### src/rtl/dot_acc_pkg.sv
// ============================================================================
// Module   : dot_acc_pkg
// Brief    : Shared FSM encodings and default sizes for dot_product_acc.
// Revision : 1.0 - initial release
// ============================================================================
`default_nettype none

package dot_acc_pkg;

    localparam int C_OP_W      = 8;
    localparam int C_DEF_LEN   = 4;
    localparam int C_DEF_ACC_W = 10;

    typedef enum logic [1:0] {
        RUN   = 2'd0,
        DRAIN = 2'd1,
        DONE  = 2'd2
    } state_t;

endpackage

`default_nettype wire

### src/rtl/mul_signed.sv
// ============================================================================
// Module   : mul_signed
// Brief    : Signed multiply truncated to operand width, with overflow flag.
// Revision : 1.0 - initial release
// ============================================================================
`default_nettype none

module mul_signed #(
    parameter int OP_W = 8
) (
    input  logic signed [OP_W-1:0] a,
    input  logic signed [OP_W-1:0] b,
    output logic        [OP_W-1:0] prod,
    output logic                   ovf
);

    logic signed [2*OP_W-1:0] w_full;

    assign w_full = a * b;
    assign prod   = w_full[OP_W-1:0];
    // Overflow when the upper half is not a pure sign extension of the low half.
    assign ovf    = (w_full[2*OP_W-1:OP_W] != {OP_W{w_full[OP_W-1]}});

endmodule

`default_nettype wire

### src/rtl/dot_product_acc.sv
// ============================================================================
// Module   : dot_product_acc
// Brief    : Streaming signed dot-product accumulator over LEN operand pairs.
//            Define DOT_ACC_SAT_EN to saturate the accumulator instead of wrap.
// Revision : 1.0 - initial release
// ============================================================================
`default_nettype none

module dot_product_acc
    import dot_acc_pkg::*;
#(
    parameter int LEN   = C_DEF_LEN,
    parameter int ACC_W = C_DEF_ACC_W
) (
    input  logic                     clk,
    input  logic                     rst_n,
    input  logic                     in_valid,
    output logic                     in_ready,
    input  logic signed [C_OP_W-1:0] a,
    input  logic signed [C_OP_W-1:0] b,
    output logic                     out_valid,
    input  logic                     out_ready,
    output logic        [ACC_W-1:0]  out_sum,
    output logic                     out_ovf
);

    localparam logic [7:0] C_LAST = 8'(LEN - 1);

    state_t              r_state;
    logic [7:0]          r_cnt;
    logic [C_OP_W-1:0]   r_p_reg;
    logic                r_p_ovf;
    logic                r_p_vld;
    logic [ACC_W-1:0]    r_acc;
    logic                r_sticky;

    logic [C_OP_W-1:0]   w_prod;
    logic                w_prod_ovf;
    logic                w_hs;
    logic [ACC_W:0]      w_sum_x;
    logic                w_acc_ovf;
    logic [ACC_W-1:0]    w_acc_nxt;

    mul_signed #(
        .OP_W (C_OP_W)
    ) u_mul (
        .a    (a),
        .b    (b),
        .prod (w_prod),
        .ovf  (w_prod_ovf)
    );

    assign in_ready  = (r_state == RUN);
    assign out_valid = (r_state == DONE);
    assign out_sum   = r_acc;
    assign out_ovf   = r_sticky;
    assign w_hs      = in_valid && (r_state == RUN);

    // One guard bit: overflow shows up as disagreement between the top two bits.
    assign w_sum_x   = {r_acc[ACC_W-1], r_acc}
                     + {{(ACC_W+1-C_OP_W){r_p_reg[C_OP_W-1]}}, r_p_reg};
    assign w_acc_ovf = w_sum_x[ACC_W] ^ w_sum_x[ACC_W-1];

    always_comb begin
        w_acc_nxt = w_sum_x[ACC_W-1:0];
`ifdef DOT_ACC_SAT_EN
        if (w_acc_ovf) begin
            w_acc_nxt = w_sum_x[ACC_W] ? {1'b1, {(ACC_W-1){1'b0}}}
                                       : {1'b0, {(ACC_W-1){1'b1}}};
        end
`endif
    end

    always_ff @(posedge clk) begin
        if (!rst_n) begin
            r_state  <= RUN;
            r_cnt    <= 8'd0;
            r_p_reg  <= '0;
            r_p_ovf  <= 1'b0;
            r_p_vld  <= 1'b0;
            r_acc    <= '0;
            r_sticky <= 1'b0;
        end else begin
            r_p_vld <= w_hs;
            if (w_hs) begin
                r_p_reg <= w_prod;
                r_p_ovf <= w_prod_ovf;
            end
            if (r_p_vld) begin
                r_acc    <= w_acc_nxt;
                r_sticky <= r_sticky | r_p_ovf | w_acc_ovf;
            end
            case (r_state)
                RUN: begin
                    if (w_hs) begin
                        r_cnt <= r_cnt + 8'd1;
                        if (r_cnt == C_LAST) begin
                            r_state <= DRAIN;
                        end
                    end
                end
                DRAIN: begin
                    // p_vld low means the last product has already landed in acc.
                    if (!r_p_vld) begin
                        r_state <= DONE;
                    end
                end
                DONE: begin
                    if (out_ready) begin
                        r_state  <= RUN;
                        r_cnt    <= 8'd0;
                        r_acc    <= '0;
                        r_sticky <= 1'b0;
                        r_p_vld  <= 1'b0;
                    end
                end
                default: r_state <= RUN;
            endcase
        end
    end

endmodule

`default_nettype wire

### config.mk
export PLATFORM = sky130hd
export DESIGN_NAME = dot_product_acc
export DESIGN_NICKNAME = d
export VERILOG_FILES = /design/src/rtl/dot_acc_pkg.sv /design/src/rtl/mul_signed.sv /design/src/rtl/dot_product_acc.sv
export SDC_FILE = /design/constraint.sdc
export NUM_CORES = 1
export LEC_CHECK = 0
export CAP_MARGIN = 20
export CELL_PAD_IN_SITES_DETAIL_PLACEMENT = 0
export CELL_PAD_IN_SITES_GLOBAL_PLACEMENT = 2
export CORE_MARGIN = 1
export CORE_UTILIZATION = 40
export CTS_CLUSTER_SIZE = 12
export DETAILED_ROUTE_END_ITERATION = 16
export HOLD_SLACK_MARGIN = 0.08
export PLACE_DENSITY = 0.83
export SLEW_MARGIN = 40
export SYNTH_ARGS = -nofsm -noshare
export SYNTH_HDL_FRONTEND = slang
export SYNTH_SLANG_ARGS = --single-unit
### constraint.sdc
create_clock -name clk -period 9.8 [get_ports clk]
set_input_delay 2.45 -clock clk [delete_from_list [all_inputs] [get_ports clk]]
set_output_delay 2.45 -clock clk [all_outputs]
set_load 0.005 [all_outputs]
==> results.sh, run 1 <==
export IMPL_worstPathRequired_ns=9.96
export IMPL_max_vdd_ir_drop_mv=0.1286
export IMPL_synth_warnings=0
export IMPL_hold_ws_ns=0.4477
export IMPL_rsz0062_at_grt="no"
export IMPL_grt_pass1_vias=3130
export IMPL_placed_cells=628
export IMPL_fillers=1010
export IMPL_synth_top_area_share=0.2683
export IMPL_insertion_delay_ns=0.28
export IMPL_cap_violations=0
export IMPL_worst_pin_slew_ns=0.7277
export IMPL_clkTransAtPathRegs_ns=0.07
export IMPL_io_pins=33
export IMPL_worstSetupStartpointType="input pin"
export IMPL_dp_hpwl_mm=6.981
export IMPL_async_flop_share=0
export IMPL_path_max_fanout=9
export IMPL_finClkSkew_ns=0.009062
export IMPL_drtPass1Iterations=4
export IMPL_synthToLayoutAreaGrowth_pct=13.84
export IMPL_gp_congestion=0.7817
export IMPL_critical_path_max_stage_delay_ns=0.70
export IMPL_post_cts_buffers=0
export IMPL_drv_slew=0
export IMPL_relSlewSlack=0.5142
export IMPL_antenna_found_initial=0
export IMPL_final_cells=636
export IMPL_yosysMostFrequentCell="inv_1"
export IMPL_worst_slack_ns=2.470
export IMPL_synth_seq_area_share=0.1485
export IMPL_outcome="finished, final reports clean"
export IMPL_max_freq_mhz=136.4
export IMPL_cts_root_buf="clkbuf_8"
export IMPL_diodes=0
export IMPL_ant_nets=0
export IMPL_final_cell_area_mm2=0.004756
export IMPL_initial_core_util=0.4197
export IMPL_routedWlPerCell_um=12.89
export IMPL_report_power_total_mw=1.079
export IMPL_synthFlopType="dfxtp_1"
export IMPL_dr_first_iter_drc_count=156
export IMPL_grt_ovfl_total=0
export IMPL_viasPerCell=4.991
export IMPL_cts_max_path_buffers=2
export IMPL_vias=3174
export IMPL_synth_ff_latch_count=31
export IMPL_hold_path_class="reg2reg"
export IMPL_grt_usage=0.1623
export IMPL_io_buffers=32
export IMPL_grt_pass1_wl_mm=14.58
export IMPL_numCtsBuffers=5
export IMPL_power_density_mw_per_mm2=227.0
export IMPL_synthTopCellsByCount="inv_1, fa_1, nand2_1, ha_1, and2_1"
export IMPL_synth_edf_count=0
export IMPL_netlist_area_mm2=0.004178
export IMPL_hold_depth=2
export IMPL_post_place_ws_ns=2.146
export IMPL_cts_tree="yes"
export IMPL_cp_num_buf_inv=4
export IMPL_htree_levels=2
export IMPL_cp_slowest_cell="clkdlybuf4s50_1"
export IMPL_path_class="in2reg"
export IMPL_place_area_mm2=0.004638
export IMPL_die_area_mm2=0.01086
export IMPL_cp_arrival_ns=7.49
export IMPL_syn_num_nets=586
export IMPL_finalCritPeriodShare=0.7479
export IMPL_die_w_um=104.2
export IMPL_cp_depth=17
export IMPL_drcViolationCount=0
export IMPL_cts_sinks=31
export IMPL_synth_cell_types=45
export IMPL_synthCells=470
export IMPL_grt_start_max_net_pins=19
export IMPL_rows=36
export IMPL_largest_reg_flops=10
export IMPL_die_y_um=104.2
export IMPL_power_leakage_nw=2.129
export IMPL_core_area_mm2=0.009955
export IMPL_setup_violations=0
export IMPL_cts_resized_gates=0
export IMPL_cts_hold_buffers_added=0
export IMPL_tns_ns=0
export IMPL_synth_top_cell_by_area="fa_1"
export IMPL_endpoint_kind="flop"
export IMPL_nNetsFinal=618
export IMPL_drt_wl_total_mm=8.195
export IMPL_finalHoldViolations=0
export IMPL_crit_top_cell="fa_1"
export IMPL_final_core_util=0.4778
export IMPL_path_cells="clkdlybuf4s50_1, nand2b_1, fa_1, fa_1, inv_1, fa_1, inv_1, fa_1, inv_1, ha_1, nand3_1, o211ai_4, o41ai_4, xnor2_1, or4_4, a211oi_2, a31oi_1"
export IMPL_crit_family="adder cells"
export IMPL_finalCriticalPeriod_ns=7.330
export IMPL_avgSynthCellArea_um2=8.889
export IMPL_yosys_top_cells_area="fa_1, dfxtp_1, ha_1"
export IMPL_drive_above_1_share=0.02982
export IMPL_reg2regPathDepth=9
## per-layer routing
metal	wire length, um	vias up	global-route usage	share of wire
li1	-	1588	-	-
met1	4181	1555	0.2420	0.51
met2	3786	27	0.2514	0.46
met3	187	4	0.02193	0.023
met4	39	0	0.02755	0.0048
met5	0	-	0	0
## final cells by class
type	count	area (um^2)	share of cell area
inverter	72	270.3	0.05683
sequential	31	620.6	0.1305
tap	133	166.4	0.03499
clock buffer	6	82.58	0.01736
clock inverter	2	35.03	0.007366
timing repair buffer	32	320.3	0.06735
multi-input combinational	360	3261	0.6856
## logic make-up (layout without fill, tap and decap cells)
group,Yosys count,in the layout,synth area share
buffers and inverters,79,112,0.07098
flip-flops,31,31,0.1485
adder cells (fa/ha/maj),96,96,0.3881
AND/OR/NAND/NOR,162,162,0.1962
AO/OA/AOI/OAI,61,61,0.1069
XOR/XNOR,30,30,0.06289
multiplexers,11,11,0.02636
## path summary, 6_finish.rpt
check                           slack [ns]                  start                    to
worst max-delay path                  2.47                   b[7]  r_p_ovf$_SDFFE_PN0P_
worst min-delay path                  0.45     out_ovf$_SDFF_PN0_    out_ovf$_SDFF_PN0_
worst max register to register        7.15  out_sum[0]$_SDFF_PN0_    out_ovf$_SDFF_PN0_
worst min register to register        0.45     out_ovf$_SDFF_PN0_    out_ovf$_SDFF_PN0_
## worst min-delay path: stages, from the launching register on
cell and delay, ns:
dfxtp_1 0.31, inv_1 0.05, a21oi_1 0.05
## report_power, final
part | internal [mW] | switching (mW) | leakage [nW]
registers | 0.138 | 0.0104 | 0.253
logic | 0.358 | 0.443 | 1.81
clock network | 0.0822 | 0.0473 | 0.0612
total | 0.578 | 0.501 | 2.13
## placed cells by master, fill, tap and decap left out, drive strengths merged, types with 3 or more instances in the layout
master / synthesis / layout
clkdlybuf4s50: 0 / 32
o21ai: 16 / 16
nand2b: 8 / 8
nor3b: 3 / 3
and2: 38 / 38
nand3: 12 / 12
a21o: 3 / 3
a31oi: 3 / 3
nor2: 28 / 28
a21oi: 12 / 12
xor2: 12 / 12
ha: 40 / 40
nand2: 49 / 49
o41ai: 4 / 4
xnor2: 18 / 18
dfxtp: 31 / 31
o211ai: 4 / 4
clkbuf: 7 / 6
a21boi: 6 / 6
mux2i: 11 / 11
nor3: 6 / 6
a211oi: 4 / 4
fa: 56 / 56
and3: 3 / 3
nor2b: 5 / 5
inv: 72 / 72
(Power assumes the default switching activity.)
==> run 2: changes to the inputs <==
--- a/config.mk
+++ b/config.mk
@@ -9,11 +9,11 @@
 export CELL_PAD_IN_SITES_DETAIL_PLACEMENT = 0
 export CELL_PAD_IN_SITES_GLOBAL_PLACEMENT = 2
 export CORE_MARGIN = 1
-export CORE_UTILIZATION = 40
+export CORE_UTILIZATION = 34
 export CTS_CLUSTER_SIZE = 12
 export DETAILED_ROUTE_END_ITERATION = 16
 export HOLD_SLACK_MARGIN = 0.08
-export PLACE_DENSITY = 0.83
+export PLACE_DENSITY = 0.74
 export SLEW_MARGIN = 40
 export SYNTH_ARGS = -nofsm -noshare
 export SYNTH_HDL_FRONTEND = slang
==> constraint.sdc (replaced) <==
create_clock -name clk -period 6.4 [get_ports clk]
set_input_delay 1.6 -clock clk [delete_from_list [all_inputs] [get_ports clk]]
set_output_delay 1.6 -clock clk [all_outputs]
set_load 0.005 [all_outputs]
==> results.sh, run 2 (same netlist as run 1, synthesis figures left out) <==
export IMPL_synthToLayoutAreaGrowth_pct=22.46
export IMPL_r2r_start="out_sum[0]$_SDFF_PN0_"
export IMPL_dr_first_iter_drc_count=118
export IMPL_cp_arrival_ns=6.33
export IMPL_grt_pass1_vias=3356
export IMPL_vias=3310
export IMPL_finalCritPeriodShare=0.9661
export IMPL_grt_pass1_wl_mm=15.55
export IMPL_dp_hpwl_mm=7.578
export IMPL_cts_max_path_buffers=2
export IMPL_violations="design-rule violations"
export IMPL_fillers=1235
export IMPL_endpoint_kind="flop"
export IMPL_rsz0062_at_grt="no"
export IMPL_die_area_mm2=0.01274
export IMPL_setup_violations=0
export IMPL_grt_usage=0.1494
export IMPL_grt_ovfl_total=0
export IMPL_reg2regPathDepth=9
export IMPL_antenna_found_initial=0
export IMPL_cp_slowest_cell="or4_4"
export IMPL_drcViolationCount=1
export IMPL_worst_pin_slew_ns=0.7058
export IMPL_power_density_mw_per_mm2=356.0
export IMPL_reg2reg_to="out_ovf$_SDFF_PN0_"
export IMPL_report_power_total_mw=1.821
export IMPL_gp_congestion=0.7720
export IMPL_die_w_um=112.9
export IMPL_reg2reg_slack_ns=3.65
export IMPL_insertion_delay_ns=0.27
export IMPL_hold_path_class="reg2reg"
export IMPL_worstPathRequired_ns=6.54
export IMPL_grt_start_max_net_pins=19
export IMPL_numCtsBuffers=5
export IMPL_cts_sinks=31
export IMPL_finalHoldViolations=0
export IMPL_final_common_cell="inv_1"
export IMPL_drt_wl_total_mm=8.695
export IMPL_ant_nets=0
export IMPL_holdPathEnd="out_ovf$_SDFF_PN0_"
export IMPL_diodes=0
export IMPL_path_cells="clkdlybuf4s50_1, and2_1, fa_1, inv_1, fa_1, inv_1, fa_1, inv_1, fa_1, inv_1, ha_1, nand3_1, o211ai_4, o41ai_4, xnor2_1, or4_4, a211oi_2, a31oi_1"
export IMPL_relSlewSlack=0.5288
export IMPL_die_y_um=112.9
export IMPL_finalCriticalPeriod_ns=6.183
export IMPL_routedWlPerCell_um=12.62
export IMPL_hold_start="out_ovf$_SDFF_PN0_"
export IMPL_critical_path_max_stage_delay_ns=0.54
export IMPL_drtPass1Iterations=10
export IMPL_cap_violations=0
export IMPL_path_max_fanout=5
export IMPL_worstSetupStartpointType="input pin"
export IMPL_drive_above_1_share=0.1015
export IMPL_cts_tree="yes"
export IMPL_path_class="in2reg"
export IMPL_layout_common_cells="inv_1, fa_1, nand2_1, ha_1, buf_4"
export IMPL_largest_reg_flops=10
export IMPL_initial_core_util=0.3478
export IMPL_rows=40
export IMPL_io_pins=33
export IMPL_nNetsFinal=657
export IMPL_tns_ns=0
export IMPL_core_area_mm2=0.01201
export IMPL_clkTransAtPathRegs_ns=0.05
export IMPL_outcome="finished, violations left"
export IMPL_io_buffers=32
export IMPL_max_vdd_ir_drop_mv=0.1423
export IMPL_power_leakage_nw=2.346
export IMPL_finClkSkew_ns=0.006267
export IMPL_cts_root_buf="clkbuf_16"
export IMPL_htree_levels=2
export IMPL_hold_depth=2
export IMPL_drv_slew=0
export IMPL_max_freq_mhz=161.7
export IMPL_viasPerCell=4.804
-- run 2: final cells by class --
type                    count  area (um^2)  area share
repair buffers             71        615.6      0.1203
well taps                 147        183.9     0.03595
flip-flops and latches     31        620.6      0.1213
multi-input cells         360         3269      0.6390
inverters                  72        270.3     0.05282
clock buffers               8        156.4     0.03057
-- run 2: timing repair --
| item | in CTS | in global routing |
|---|---|---|
| endpoints found under the setup margin | 0 | 1 |
| resized for setup | 0 | 3 |
| hold buffers | 0 | 0 |
| endpoints found under the hold margin | 0 | 0 |
| buffers inserted | 0 | 0 |
-- run 2: worst max-delay path by stage --
stage	from	to
floorplan	b[6]	r_p_ovf$_SDFFE_PN0P_
global placement	b[6]	r_p_ovf$_SDFFE_PN0P_
detailed placement	b[6]	r_p_ovf$_SDFFE_PN0P_
CTS	b[6]	r_p_ovf$_SDFFE_PN0P_
global route	b[2]	r_p_ovf$_SDFFE_PN0P_
finish	b[3]	r_p_ovf$_SDFFE_PN0P_
-- run 2: worst max-delay path, delay by kind of cell --
family / cells / cell delay [ns]
adder cells (fa/ha/maj): 5 / 2.37
XOR/XNOR: 1 / 0.12
AO/OA/AOI/OAI: 4 / 0.65
buffers and inverters: 5 / 0.68
AND/OR/NAND/NOR: 3 / 0.91
-- run 2: power breakdown --
group | switching, mW | total [mW] | internal, mW
clock | 0.0806 | 0.246 | 0.165
sequential | 0.0160 | 0.227 | 0.211
combinational | 0.695 | 1.35 | 0.653
total | 0.791 | 1.82 | 1.03
-- run 2: per-stage QoR --
stage	cell area [um^2]	instances	setup WS, ns	hold WS, ns	util
CTS	5105	689	0.1679	0.4494	0.4250
finish	5116	689	0.2167	0.4465	0.4259
floorplan	4178	470	0.3665	0.4421	-
global route	5116	689	0.01300	0.4937	0.4259
detailed placement	4949	681	-0.1128	0.4417	0.4120
global placement	4949	681	-0.07379	0.4336	0.4120
-- run 2: layer usage --
metal | vias up | track usage | share of wire
met5 | - | 0 | 0
met4 | 0 | 0.02632 | 0.0061
met3 | 5 | 0.01821 | 0.024
met2 | 36 | 0.2379 | 0.47
met1 | 1606 | 0.2197 | 0.50
li1 | 1663 | - | -
==> RTL edit (settings of run 1) <==
Put one more register stage on the output `out_ovf`, without a reset. The value now appears one clock later. The other outputs are not delayed to match.
--- a/src/rtl/dot_product_acc.sv
+++ b/src/rtl/dot_product_acc.sv
@@ -55,3 +55,5 @@
     assign out_sum   = r_acc;
-    assign out_ovf   = r_sticky;
+    always_ff @(posedge clk) begin
+        out_ovf <= r_sticky;
+    end
     assign w_hs      = in_valid && (r_state == RUN);
Check against the original RTL: not equivalent (a bounded check fails within 4 cycles, from zero or initial values and one cycle with rst_n low).
==> RTL edit against run 1 <==
  * Sequential cell count grew 1
  * Global-route usage is 0.28 points higher
  * Wire length increased by 1.9%
  * Design area grew 0.68%
  * Hold slack got worse by 0.076 ns
  * Setup slack better by 0.011 ns
  * Power is 2.1% higher
  * Area after synthesis up 0.48%
  * Highest routed layer unchanged
==> RTL edit: results (changes against run 1) <==
status = finished clean (unchanged)
Yosys warning count = 0 (unchanged)
Max stage delay on crit path = 0.70 ns (about the same)
Detail Placement HPWL = 7040 um (was 6980 um)
CP max-delay cell = clkdlybuf4s50_1 (unchanged)
most frequent cells after synthesis = inv_1, fa_1, nand2_1 (unchanged)
vias in the first global route = 3124 (was 3130)
layout cells sized above 1 = 0.0298 (about the same)
Synth area leader = fa_1 (unchanged)
main flop type after synthesis = dfxtp_1 (unchanged)
Setup Buffers After CTS = 0 (unchanged)
H-Tree Depth = 2 (unchanged)
average wire per standard cell = 13.1 um (was 12.9 um)
Max FO, Critical Path = 9 (unchanged)
gr usage total = 0.165 (was 0.162)
ranking of synthesized cells by area = fa_1, dfxtp_1, ha_1 (unchanged)
worst clock skew = 0.00792 ns (was 0.00906 ns)
Max transition margin = 0.499 (was 0.514)
initial antenna violation count = 0 (unchanged)
largest net degree at the start of global routing = 19 (unchanged)
peak supply drop = 0.169 mV (was 0.129 mV)
worst skew pair latency = 0.29 ns
CTS max path bufs = 2 (unchanged)
DRT Pass-1 Iters = 4 (unchanged)
hold crit path type = reg -> reg (unchanged)
root buffer cell = clkbuf_8 (unchanged)
Synth cell types = 45 (unchanged)
RePlAce Congestion = 0.815 (was 0.782)
count of nets after finishing = 619 (was 618)
Resized Gates After CTS = 0 (unchanged)
CP top delay family = adder cells (unchanged)
Vias/cell = 4.92 (was 4.99)
ys async rst share = 0 (unchanged)
final setup fails = 0 (unchanged)
Largest register FFs = 10 (unchanged)
IO buf count = 32 (unchanged)
first-pass GRT wire length = 14700 um (was 14600 um)
Pleak = 2.14 nW (was 2.13 nW)
Syn Nets = 587 (was 586)
CTS Buf Count = 5 (unchanged)
Inserted Diodes = 0 (unchanged)
Seq/Total Area, Yosys = 0.153 (was 0.149)
clock slew at reported path FFs = 0.07 ns (about the same)
initial DRC count = 123 (was 156)
==> RTL edit: final timing paths <==
kind / from / endpoint / slack (ns) / cells past startpoint
max: b[7] / r_p_ovf / 2.48 / 17
min: r_sticky / out_ovf / 0.37 / 0
max reg2reg: out_sum[0] / r_sticky / 7.24 / 9
min reg2reg: r_sticky / out_ovf / 0.37 / 0
==> RTL edit: per-stage QoR <==
| stage | hold slack, ns | std cells | cell area, um2 | total power, mW | setup slack, ns |
|---|---|---|---|---|---|
| 6_report | 0.372 | 640 | 4790 | 1.10 | 2.48 |
| 5_1_grt | 0.379 | 640 | 4790 | 1.23 | 2.26 |
| 4_1_cts | 0.369 | 640 | 4790 | 1.12 | 2.48 |
| 3_5_place_dp | 0.365 | 632 | 4660 | 0.964 | 2.19 |
| 3_3_place_gp | 0.366 | 632 | 4660 | 0.964 | 2.24 |
| 2_1_floorplan | 0.331 | 471 | 4200 | 0.805 | 2.92 |
==> RTL edit: cells by family after synthesis <==
group	after synthesis	share of synthesized area
AO/OA/AOI/OAI	61	0.106
buffers and inverters	79	0.0706
adder cells (fa/ha/maj)	96	0.386
XOR/XNOR	30	0.0626
flip-flops	32	0.153
AND/OR/NAND/NOR	162	0.195
multiplexers	11	0.0262
==> RTL edit: worst register-to-register path, cell delays in order (launching register included) <==
cell and delay, ns:
dfxtp_1 0.33, ha_1 0.23, fa_1 0.42, a21oi_1 0.24
o211ai_1 0.16, o41ai_1 0.42, o21ai_0 0.21, xor2_1 0.17
o21ai_0 0.15, a21oi_1 0.08
==> RTL edit: metal layers <==
layer | GRT usage | part of all wire | vias to the layer above
li1 | - | - | 1586
met1 | 0.247 | 0.51 | 1530
met2 | 0.254 | 0.47 | 24
met3 | 0.0201 | 0.017 | 8
met4 | 0.0327 | 0.0075 | 0
met5 | 0 | 0 | -
==> RTL edit: cell type report <==
| cell class | instances | area (um2) |
|---|---|---|
| Sequential cell | 32 | 641 |
| Tap cell | 136 | 170 |
| Multi-Input combinational cell | 360 | 3260 |
| Inverter | 72 | 270 |
| Fill cell | 1010 | 5440 |
| Timing Repair Buffer | 32 | 320 |
| Clock buffer | 7 | 96.3 |
| Clock inverter | 1 | 30.0 |
==> RTL edit: report_power, final <==
part,leakage (nW),switching (mW),internal [mW]
Clock,0.0645,0.0502,0.0897
Sequential,0.261,0.0109,0.142
Combinational,1.81,0.449,0.360
Total,2.14,0.510,0.592
